===== src/rtl/sync_filter_bank.sv =====
// rtl/sync_filter_bank.sv - multi-channel synchroniser plus stability filter with edge strobes
module sync_filter_bank #(
  parameter int   NB_CHANNELS   = 4,
  parameter int   NB_STAGES     = 2,
  parameter int   FILTER_CYCLES = 4,
  parameter logic RESET_LEVEL   = 1'b0
) (
  input  logic                   i_clock,
  input  logic                   i_reset,
  input  logic [NB_CHANNELS-1:0] i_data,
  output logic [NB_CHANNELS-1:0] o_data,
  output logic [NB_CHANNELS-1:0] o_rise,
  output logic [NB_CHANNELS-1:0] o_fall,
  output logic [NB_CHANNELS-1:0] o_busy,
  output logic                   o_event
);

  localparam int            CW        = $clog2(FILTER_CYCLES + 1);
  localparam logic [CW-1:0] CNT_LAST  = CW'(FILTER_CYCLES - 1);

  logic [NB_CHANNELS-1:0] r_sync [NB_STAGES];
  logic [CW-1:0]          r_cnt  [NB_CHANNELS];
  logic [CW-1:0]          w_next_cnt [NB_CHANNELS];
  logic [NB_CHANNELS-1:0] w_s;
  logic [NB_CHANNELS-1:0] w_accept;
  logic [NB_CHANNELS-1:0] w_next_data;

  // Plain flop chain: nothing may sit between stages.
  always_ff @(posedge i_clock) begin
    if (i_reset) begin
      for (int k = 0; k < NB_STAGES; k++) begin
        r_sync[k] <= {NB_CHANNELS{RESET_LEVEL}};
      end
    end else begin
      r_sync[0] <= i_data;
      for (int k = 1; k < NB_STAGES; k++) begin
        r_sync[k] <= r_sync[k-1];
      end
    end
  end

  assign w_s = r_sync[NB_STAGES-1];

  always_comb begin
    w_accept = '0;
    for (int n = 0; n < NB_CHANNELS; n++) begin
      w_next_cnt[n] = '0;
      if (w_s[n] != o_data[n]) begin
        if (r_cnt[n] == CNT_LAST) begin
          w_accept[n] = 1'b1;
        end else begin
          w_next_cnt[n] = r_cnt[n] + 1'b1;
        end
      end
    end
    w_next_data = (o_data & ~w_accept) | (w_s & w_accept);
  end

  // Strobes are registered alongside o_data so they mark the first cycle of the new level.
  always_ff @(posedge i_clock) begin
    if (i_reset) begin
      for (int n = 0; n < NB_CHANNELS; n++) begin
        r_cnt[n] <= '0;
      end
      o_data  <= {NB_CHANNELS{RESET_LEVEL}};
      o_rise  <= '0;
      o_fall  <= '0;
      o_busy  <= '0;
      o_event <= 1'b0;
    end else begin
      for (int n = 0; n < NB_CHANNELS; n++) begin
        r_cnt[n]  <= w_next_cnt[n];
        o_busy[n] <= (w_next_cnt[n] != '0);
      end
      o_data  <= w_next_data;
      o_rise  <= w_accept & w_s;
      o_fall  <= w_accept & ~w_s;
      o_event <= |w_accept;
    end
  end

endmodule


===== config.mk =====
export PLATFORM = sky130hd
export DESIGN_NAME = sync_filter_bank
export DESIGN_NICKNAME = d
export VERILOG_FILES = /design/src/rtl/sync_filter_bank.sv
export SDC_FILE = /design/constraint.sdc
export NUM_CORES = 1
export LEC_CHECK = 0
export ABC_AREA = 1
export BUFFER_PORTS_ARGS = -buffer_cell sky130_fd_sc_hd__buf_2
export CORE_ASPECT_RATIO = 1.1
export CORE_MARGIN = 4
export CORE_UTILIZATION = 45
export CTS_BUF_LIST = sky130_fd_sc_hd__clkbuf_8
export DETAILED_ROUTE_END_ITERATION = 8
export GPL_TIMING_DRIVEN = 1
export PLACE_DENSITY = 0.67
export SETUP_SLACK_MARGIN = 0.4
export SYNTH_ARGS = -nofsm -noshare
export SYNTH_HDL_FRONTEND = slang
export SYNTH_SLANG_ARGS = --single-unit

===== constraint.sdc =====
create_clock -name i_clock -period 2.8 [get_ports i_clock]
set_input_delay 0 -clock i_clock [delete_from_list [all_inputs] [get_ports i_clock]]
set_output_delay 0 -clock i_clock [all_outputs]
set_load 0.005 [all_outputs]

==> results.json <==
{
  "status": "finished clean",
  "ant_nets": 0,
  "track_usage": 0.129,
  "grt_pass1_wl_um": 3660,
  "cts_buffer_depth": 2,
  "clk_pin_slew_ns": 0.07,
  "antenna_found_initial": 0,
  "post_cts_buffers": 0,
  "crit_path_max_fanout": 7,
  "cts_num_sinks": 37,
  "initialDrtViolationCount": 18,
  "tritoncts": "done",
  "hold_viol": 0,
  "powerDensity_nw_per_um2": 648,
  "p_total_uw": 1030,
  "fmax_mhz": 883,
  "synth_cell_type_count": 19,
  "final_common_cell": "dfxtp_1",
  "reg2regPathDepth": 7,
  "cp-end-kind": "register",
  "ys_seq_area_frac": 0.574,
  "synth-warning-count": 0,
  "syn_to_final_growth_pct": 22.6,
  "skew_ns": 0.00721,
  "synth_cells": 154,
  "setup_tns_ns": 0,
  "crit_type": "reg2reg",
  "routabilityCongestion": 0.783,
  "slew_viol_final": 0,
  "drcViolationCount": 0,
  "worstPathRequired_ns": 2.96,
  "h-tree-depth": 2,
  "first_pass_iters": 4,
  "die_area_um2": 3790,
  "antenna_cells": 0,
  "worstMarginPinSlew_ns": 0.302,
  "io_buffers": 22,
  "worstPathArrival_ns": 1.29,
  "final_cell_mix": "dfxtp_1, nand2_1, inv_1",
  "start_util": 0.469,
  "worstReg2RegStart": "r_cnt[1][0]",
  "worstHoldStart": "i_reset",
  "pin_count": 23,
  "die_w_um": 59.1,
  "post-dp-hpwl_um": 1550,
  "grt_setup_unrepaired": "false",
  "setup_violations": 0,
  "clkLatencyLatePin_ns": 0.28,
  "power.static_leakage_uw": 0.000788,
  "drive_gt1_frac": 0.210,
  "rows": 20,
  "rr_endpoint": "o_event",
  "grt-ovfl-total": 0,
  "slew-limit-headroom": 0.796,
  "wire_per_inst_um": 9.53,
  "dieHeight_um": 64.2,
  "ir_drop_uv": 488,
  "grt_pass1_vias": 946,
  "cts_buffers": 5,
  "post-route-min-period_ns": 1.13,
  "cp-endpoint": "o_event",
  "period_share": 0.405,
  "startpoint_type": "register",
  "syn_nets": 164,
  "max_cap_violations": 0,
  "grt_max_degree": 18,
  "crit_start": "r_cnt[1][0]",
  "rrSetupSlack_ns": 1.67,
  "worstHoldPathType": "in2reg",
  "coreArea_um2": 2750,
  "synth-seq-cells": 37,
  "cts-root-buf": "clkbuf_8",
  "final_nets": 195,
  "detailroute.via_count": 1001,
  "synth.avg_cell_area_um2": 8.38,
  "wl_um": 2090,
  "final_util": 0.575,
  "via_per_inst": 4.57,
  "netlist_area_um2": 1290
}
[cells in the mapped netlist]
cell     number  share of area
dfxtp_1      37           0.57
nand2_1      29          0.084
inv_1        27          0.078
nor2_1       23          0.067
nor3_1        9          0.035
ha_1          4          0.039
o21ai_0       4          0.016
a21oi_1       3          0.012
a31oi_1       3          0.015
nand3_1       3          0.012
or2_2         3          0.015
o21ai_2       2          0.014
buf_2         1         0.0039
buf_6         1         0.0087
inv_2         1         0.0029
inv_4         1         0.0048
nand2_2       1         0.0048
nand3_2       1         0.0078
nor2_4        1         0.0087
[worst min-delay path by stage]
stage | end | depth (start not counted)
floorplan | r_sync[0][0] | 2
global placement | r_sync[0][2] | 3
detailed placement | r_sync[0][0] | 3
CTS | r_sync[0][3] | 2
global route | r_sync[0][6] | 2
finish | r_sync[0][4] | 2
[kinds of logic after synthesis]
logic type      share of synthesized area
simple gates                        0.234
flops                               0.574
buf+inv                            0.0988
compound gates                     0.0552
fa+ha+maj                          0.0388
[where the power goes]
| group | internal [µW] | switching, µW |
|---|---|---|
| Combinational | 13.9 | 18.4 |
| Clock | 286 | 169 |
| Sequential | 535 | 3.85 |
[layer usage]
| layer | part of all wire | wire, µm | global-route usage | up-vias |
|---|---|---|---|---|
| li1 | - | - | - | 530 |
| met1 | 0.44 | 914 | 0.133 | 438 |
| met2 | 0.48 | 1000 | 0.220 | 26 |
| met3 | 0.058 | 122 | 0.0384 | 7 |
| met4 | 0.024 | 51 | 0.0822 | 0 |
| met5 | 0 | 0 | 0 | - |
[stage by stage]
| step | worst slack [ns] | area, µm² | instances | hold WS, ns |
|---|---|---|---|---|
| floorplan | 1.78 | 1290 | 154 | 0.107 |
| detailed placement | 1.68 | 1430 | 207 | 0.209 |
| finish | 1.67 | 1580 | 219 | 0.0788 |
| global placement | 1.71 | 1430 | 207 | 0.205 |
| global route | 1.58 | 1580 | 219 | 0.0933 |
| CTS | 1.67 | 1580 | 219 | 0.0853 |
[what timing repair did]
action	in CTS	in global routing
gates resized for setup	0	0
hold buffers	4	0
endpoints found under the hold margin	4	0
[layout make-up]
| type | count | area, µm² |
|---|---|---|
| clock buffers | 6 | 82.6 |
| clock inverters | 2 | 33.8 |
| fillers | 273 | 1170 |
| inverters | 29 | 111 |
| multi-input cells | 86 | 423 |
| flip-flops and latches | 37 | 741 |
| well taps | 33 | 41.3 |
| repair buffers | 26 | 150 |
[worst max-delay path, cell delays in order, from the launching register on]
cell and delay, ns:
dfxtp_1 0.32, ha_1 0.20, nand2_1 0.18, inv_1 0.06, nand2_1 0.06, nand2_1 0.05
nor2_1 0.10, nor2_1 0.04
Power figures use the tool's default switching activity.
